**src/rtl/deser_pkg.sv**
```systemverilog
// Shared definitions for the decoder deserialiser: channel geometry,
// decoder word-mode codes, the merged output word layout and the
// round-robin pick helper used by the arbiter.
package deser_pkg;

    localparam int NCH    = 4;
    localparam int CH_W   = 2;
    localparam int WORD_W = 16;

    // Decoder word-mode field (top three bits of a decoded word).
    typedef enum logic [2:0] {
        MODE_HIT0     = 3'b000,
        MODE_HIT1     = 3'b001,
        MODE_ROC_HDR  = 3'b010,
        MODE_TBM_HDR1 = 3'b100,
        MODE_TBM_HDR0 = 3'b101,
        MODE_TBM_TRL1 = 3'b110,
        MODE_TBM_TRL0 = 3'b111
    } word_mode_e;

    typedef logic [CH_W-1:0] ch_idx_t;

    // Merged output word: source channel above the untouched data word.
    typedef struct packed {
        ch_idx_t           ch;
        logic [WORD_W-1:0] word;
    } out_word_t;

    // First requesting channel found when searching from last+1 upward,
    // modulo NCH. The loop walks offsets downward so the smallest offset
    // is the last (winning) assignment; offset NCH wraps to 'last' itself.
    function automatic ch_idx_t rr_pick(input ch_idx_t last, input logic [NCH-1:0] req);
        ch_idx_t pick;
        ch_idx_t idx;
        pick = last;
        for (int k = NCH; k >= 1; k--) begin
            idx = last + ch_idx_t'(k);
            if (req[idx]) begin
                pick = idx;
            end
        end
        return pick;
    endfunction

endpackage

```
**src/rtl/chan_fifo.sv**
```systemverilog
// Per-channel word buffer. First-word-fall-through: dout always shows the
// oldest stored word. The caller only asserts push when the word can be
// taken (not full, or full and popped in the same cycle) and only asserts
// pop when non-empty. DEPTH must be a power of two so pointers wrap freely.
module chan_fifo
    import deser_pkg::*;
#(
    parameter int   DEPTH = 4,
    parameter int   WIDTH = WORD_W,
    localparam int  PTR_W = $clog2(DEPTH),
    localparam int  CNT_W = $clog2(DEPTH + 1)
) (
    input  logic             clk80,
    input  logic             reset,
    input  logic             push,
    input  logic             pop,
    input  logic [WIDTH-1:0] din,
    output logic [WIDTH-1:0] dout,
    output logic             full,
    output logic             empty,
    output logic [CNT_W-1:0] count
);

    logic [WIDTH-1:0] r_mem [DEPTH];
    logic [PTR_W-1:0] r_wr_ptr;
    logic [PTR_W-1:0] r_rd_ptr;
    logic [CNT_W-1:0] r_count;

    // Pointer and occupancy bookkeeping.
    // NOTE: state registers use non-blocking assignment so every flop samples pre-edge values.
    always_ff @(posedge clk80) begin
        if (reset) begin
            r_wr_ptr <= '0;
            r_rd_ptr <= '0;
            r_count  <= '0;
        end else begin
            if (push) r_wr_ptr <= r_wr_ptr + PTR_W'(1);
            if (pop)  r_rd_ptr <= r_rd_ptr + PTR_W'(1);
            unique case ({push, pop})
                2'b10:   r_count <= r_count + CNT_W'(1);
                2'b01:   r_count <= r_count - CNT_W'(1);
                default: r_count <= r_count;
            endcase
        end
    end

    // Storage write. When full and popped together, wr_ptr equals rd_ptr:
    // the outgoing word is read combinationally before this edge overwrites it.
    // NOTE: the RAM is deliberately not reset; the cleared count makes stale contents unreachable.
    always_ff @(posedge clk80) begin
        if (push) begin
            r_mem[r_wr_ptr] <= din;
        end
    end

    assign dout  = r_mem[r_rd_ptr];
    assign full  = (r_count == CNT_W'(DEPTH));
    assign empty = (r_count == '0);
    assign count = r_count;

endmodule

```
**src/rtl/decoder_arbiter.sv**
```systemverilog
// Merges four decoder channels into one stream. Each channel buffers into
// its own chan_fifo; a round-robin arbiter feeds a single output register
// with a valid/ready handshake. Drops on a full buffer set a sticky flag.
module decoder_arbiter
    import deser_pkg::*;
#(
    parameter int  FIFO_DEPTH = 4,
    localparam int CNT_W      = $clog2(FIFO_DEPTH + 1)
) (
    input  logic                     clk80,
    input  logic                     reset,
    input  logic [NCH-1:0]           enable,
    input  logic [NCH-1:0]           wr,
    input  logic [NCH*WORD_W-1:0]    din,
    output logic                     out_valid,
    input  logic                     out_ready,
    output logic [CH_W+WORD_W-1:0]   out_data,
    output logic [NCH-1:0]           overflow,
    input  logic                     clr_overflow,
    output logic                     busy
);

    localparam logic [CNT_W-1:0] MAX_CNT = CNT_W'(FIFO_DEPTH);

    logic [NCH-1:0]    w_req;
    logic [NCH-1:0]    w_push;
    logic [NCH-1:0]    w_pop;
    logic [NCH-1:0]    w_drop;
    logic [NCH-1:0]    w_full;
    logic [NCH-1:0]    w_empty;
    logic [NCH-1:0]    w_nonempty;
    logic [WORD_W-1:0] w_dout  [NCH];
    logic [CNT_W-1:0]  w_count [NCH];
    logic              w_load;
    ch_idx_t           w_grant;

    out_word_t         r_out_data;
    logic              r_out_valid;
    ch_idx_t           r_last_grant;
    logic [NCH-1:0]    r_overflow;

    // A write counts only on enabled channels; disabled writes vanish silently.
    // A full buffer still accepts when the arbiter pops it this same cycle.
    assign w_req      = wr & enable;
    assign w_push     = w_req & (~w_full | w_pop);
    assign w_drop     = w_req & w_full & ~w_pop;
    assign w_nonempty = ~w_empty;

    // The output register refills whenever it is free or being handed off.
    assign w_load  = (!r_out_valid || out_ready) && (|w_nonempty);
    assign w_grant = rr_pick(r_last_grant, w_nonempty);

    // One-hot pop of the granted channel on a load.
    // NOTE: the default assignment first keeps this combinational block from inferring a latch.
    always_comb begin
        w_pop = '0;
        if (w_load) begin
            w_pop[w_grant] = 1'b1;
        end
    end

    for (genvar i = 0; i < NCH; i++) begin : g_chan
        chan_fifo #(
            .DEPTH (FIFO_DEPTH),
            .WIDTH (WORD_W)
        ) u_fifo (
            .clk80 (clk80),
            .reset (reset),
            .push  (w_push[i]),
            .pop   (w_pop[i]),
            .din   (din[WORD_W*i +: WORD_W]),
            .dout  (w_dout[i]),
            .full  (w_full[i]),
            .empty (w_empty[i]),
            .count (w_count[i])
        );

        // Occupancy must stay in range and agree with the empty flag.
        always_ff @(posedge clk80) begin
            if (!reset) begin
                assert (w_count[i] <= MAX_CNT && ((w_count[i] == '0) == w_empty[i]));
            end
        end
    end

    // Output register and round-robin pointer; valid drops only after a
    // handshake with nothing left to replace the departing word.
    always_ff @(posedge clk80) begin
        if (reset) begin
            r_out_valid  <= 1'b0;
            r_out_data   <= '0;
            r_last_grant <= '0;
        end else if (w_load) begin
            r_out_valid     <= 1'b1;
            r_out_data.ch   <= w_grant;
            r_out_data.word <= w_dout[w_grant];
            r_last_grant    <= w_grant;
        end else if (out_ready) begin
            r_out_valid <= 1'b0;
        end
    end

    // Sticky drop flags; a drop in the clearing cycle still sets its bit.
    always_ff @(posedge clk80) begin
        if (reset) begin
            r_overflow <= '0;
        end else begin
            r_overflow <= (clr_overflow ? '0 : r_overflow) | w_drop;
        end
    end

    assign out_valid = r_out_valid;
    assign out_data  = r_out_data;
    assign overflow  = r_overflow;
    assign busy      = (|w_nonempty) || r_out_valid;

endmodule

```
**config.mk**
```make
export PLATFORM = sky130hd
export DESIGN_NAME = decoder_arbiter
export DESIGN_NICKNAME = d
export VERILOG_FILES = /design/src/rtl/deser_pkg.sv /design/src/rtl/chan_fifo.sv /design/src/rtl/decoder_arbiter.sv
export SDC_FILE = /design/constraint.sdc
export NUM_CORES = 1
export LEC_CHECK = 0
export ABC_AREA = 1
export BUFFER_PORTS_ARGS = -buffer_cell sky130_fd_sc_hd__buf_2
export CAP_MARGIN = 10
export CORE_UTILIZATION = 60
export CTS_CLUSTER_DIAMETER = 120
export DETAILED_ROUTE_END_ITERATION = 12
export PLACE_DENSITY = 0.8
export SLEW_MARGIN = 20
export SYNTH_ARGS = -nofsm -noshare
export SYNTH_HDL_FRONTEND = slang
export SYNTH_HIERARCHICAL = 1
export SYNTH_SLANG_ARGS = --single-unit
```
**constraint.sdc**
```tcl
create_clock -name clk80 -period 7.4 [get_ports clk80]
set_input_delay 1.11 -clock clk80 [delete_from_list [all_inputs] [get_ports clk80]]
set_output_delay 1.11 -clock clk80 [all_outputs]
set_load 0.01 [all_outputs]
```
==> impl_metrics.tcl <==
set metrics [dict create \
    rr_worst_depth 15 \
    power.density_nw_per_um2 396.5 \
    synth-async-reset-ratio 0 \
    cts_buffers 30 \
    drt_wl_total_um 29040 \
    yosysWarnings 6 \
    layout_commonest_cell "edfxtp_1" \
    hold_path.class "flip-flop to flip-flop" \
    grt_max_degree 34 \
    internal_power_mw 3.548 \
    crit_buf_inv 4 \
    synth_nets 1279 \
    fin_area_um2 14700 \
    fp.dieW_um 150.6 \
    vias_per_cell 5.685 \
    worstPathArrival_ns 4.10 \
    slew_headroom 0.4899 \
    rrSetupSlack_ns 3.77 \
    synth_top_cell_by_area "edfxtp_1" \
    p_comb_frac 0.385 \
    netlist_area_um2 13250 \
    timing.critical_path.cells "bufinv_8, nand3_1, nand2_1, nor2_4, nand2_1, nand3_1, nand2_2, inv_2, nand2_1, a21oi_1, inv_2, ha_1, inv_2, fa_1, a21oi_1" \
    cts.sinks 315 \
    synth_area_per_cell_um2 11.24 \
    min_from "g_chan[1].u_fifo/r_rd_ptr[1]" \
    fin_crit_ns 3.630 \
    worst_pin_slew_ns 0.7642 \
    r2r_start "r_last_grant[0]" \
    reg2reg_to "g_chan[2].u_fifo/count[1]" \
    grt_pass1_wl_um 44490 \
    cp_top_family "buffers and inverters" \
    num_vias 8925 \
    setup_viol 0 \
    grt_pass1_vias 8538 \
    grt-ovfl-total 0 \
    crit_slowest_cell "dfxtp_1" \
    start_util 0.6092 \
    rsz0062_at_grt "no" \
    final_net_count 1365 \
    ant_nets 0 \
    finalCritPeriodShare 0.4905 \
    ys.flop_type "edfxtp_1" \
    core_um2 21760 \
    clk_pin_slew_ns 0.06 \
    seqPwrFrac 0.374 \
    final.setup.worst_slack_ns 3.770 \
    final-hold-violation-count 0 \
    drc 0 \
    p_sw_mw 2.281 \
    cts_resized 0 \
    whs_path_depth 1 \
    htree_levels 1 \
    setup_tns_ns 0 \
    tritoncts "built" \
    clock_latency_ns 0.55 \
    required_ns 7.87 \
    end_kind "flip-flop" \
    place_inst 1513 \
    ys_types 31 \
    drive_above_1_share 0.1513 \
    root_buffer "clkbuf_16" \
    peakVddDrop_mv 0.2729 \
    synth-seq-area-share 0.6691 \
    status "complete, no violations" \
    pre_cts_ws_ns 3.845 \
    synth_edf_count 256 \
    cts_setup_buffers 0 \
    start_kind "flip-flop" \
    cts_buffer_depth 3 \
    finalMaxSlewViolations 0 \
    maxCapViolCount 0 \
    final_cell_mix "edfxtp_1 (256), nor2_1 (152), nand2_1 (139)" \
    first_pass_iters 5 \
    max_freq_ghz 0.2755 \
    hold_buffers 0 \
    die_area_um2 22690 \
    die_h_um 150.6 \
    slowest_delay_ns 0.68 \
    io_buffers 99 \
    area_delta_synth_final_pct 10.92 \
    p_clk_frac 0.241 \
    p_leak_nw 5.800 \
    syn_inst 1179 \
    path_class "flip-flop to flip-flop" \
    rows 54 \
    netlist_top_cells_area "edfxtp_1 (58%), dfxtp_1 (8.9%), nor2_1 (4.3%)" \
    crit_fanout 20 \
    layout.cells.non_filler 1570 \
    antenna_found_initial 1 \
    place_congestion 0.8617 \
    swShare 0.3913 \
    ys_ff_latch 315 \
    placed_area_um2 13800 \
    synth_top_cell_area_share 0.5800 \
    hpwl_um 19070 \
    drtIter0Drc 692 \
    grt_use_total 0.2598 \
    wl_per_cell_um 18.50 \
    boundaryPins 100 \
    finClkSkew_ns 0.01621 \
]
-- metal layers --
| layer | track usage | routed length (µm) |
|---|---|---|
| met3 | 0.05000 | 2460 |
| met5 | 0 | 13 |
| met4 | 0.07900 | 729 |
| met2 | 0.4198 | 13840 |
| met1 | 0.3587 | 12000 |
-- power groups by stage --
stage               Sequential (mW)  Clock [mW]  Combinational [mW]
floorplan                      2.19           0                1.76
global placement               2.21           0                2.13
detailed placement             2.22           0                2.19
CTS                            2.18        1.42                2.21
global route                   2.20        1.49                2.49
finish                         2.18        1.40                2.24
-- metrics by stage --
stage,hold slack [ns],power (mW),util
3_5_place_dp,0.4378,4.411,0.6342
5_1_grt,0.4649,6.177,0.6756
6_report,0.4404,5.828,0.6758
3_3_place_gp,0.4223,4.340,0.6342
4_1_cts,0.4502,5.811,0.6756
2_1_floorplan,0.4116,3.953,-
-- worst max-delay path by stage --
stage	start	end	slack [ns]	cells past startpoint
after floorplan	out_ready	g_chan[2].u_fifo/count[1]	4.60	11
after CTS	r_last_grant[0]	g_chan[2].u_fifo/r_mem[2][15]	3.85	12
final	r_last_grant[0]	g_chan[2].u_fifo/count[1]	3.77	15
after detailed placement	r_last_grant[0]	g_chan[2].u_fifo/count[1]	3.85	15
after global placement	r_last_grant[0]	g_chan[3].u_fifo/r_mem[3][11]	3.93	12
after global routing	r_last_grant[0]	g_chan[2].u_fifo/count[2]	3.47	20
-- sequential cells by signal (all words and copies together) (netlist names), named ones only --
signal and count:
r_last_grant 2, g_chan.u_fifo/r_mem 256, overflow 4, out_valid 1, g_chan.u_fifo/r_wr_ptr 8, out_data 16
g_chan.u_fifo/count 12, g_chan.u_fifo/r_rd_ptr 8
-- cell type report --
type | instances | area (µm²)
fillers | 1556 | 7054
diodes | 1 | 2.502
inverters | 118 | 461.7
repair buffers | 103 | 525.5
multi-input cells | 697 | 3591
flip-flops and latches | 315 | 8869
clock inverters | 13 | 61.31
well taps | 280 | 350.3
clock buffers | 43 | 840.8
-- synth_stat cells, types with 3 or more instances --
| cell | instances |
|---|---|
| inv_2 | 18 |
| buf_4 | 10 |
| nor3_1 | 8 |
| nand2_2 | 9 |
| o22ai_1 | 64 |
| nand2_4 | 3 |
| clkbuf_1 | 3 |
| edfxtp_1 | 256 |
| nand2_1 | 139 |
| ha_1 | 20 |
| buf_6 | 9 |
| o21ai_0 | 42 |
| nand4_1 | 5 |
| dfxtp_1 | 59 |
| nor2_1 | 152 |
| nand3b_1 | 4 |
| nand2_8 | 3 |
| fa_1 | 4 |
| inv_1 | 98 |
| nand3_2 | 10 |
| buf_2 | 26 |
| a21oi_1 | 43 |
| o21ai_1 | 112 |
| nand3_1 | 73 |
-- logic make-up (layout without fill, tap and decap cells) --
| group | Yosys count | in the layout | share of synthesized area |
|---|---|---|---|
| buffers and inverters | 167 | 277 | 0.05994 |
| flip-flops | 315 | 315 | 0.6691 |
| AND/OR/NAND/NOR | 412 | 412 | 0.1414 |
| AO/OA/AOI/OAI | 261 | 261 | 0.1046 |
| other | 0 | 1 | 0 |
| adder cells (fa/ha/maj) | 24 | 24 | 0.02492 |
Power figures use the tool's default switching activity.
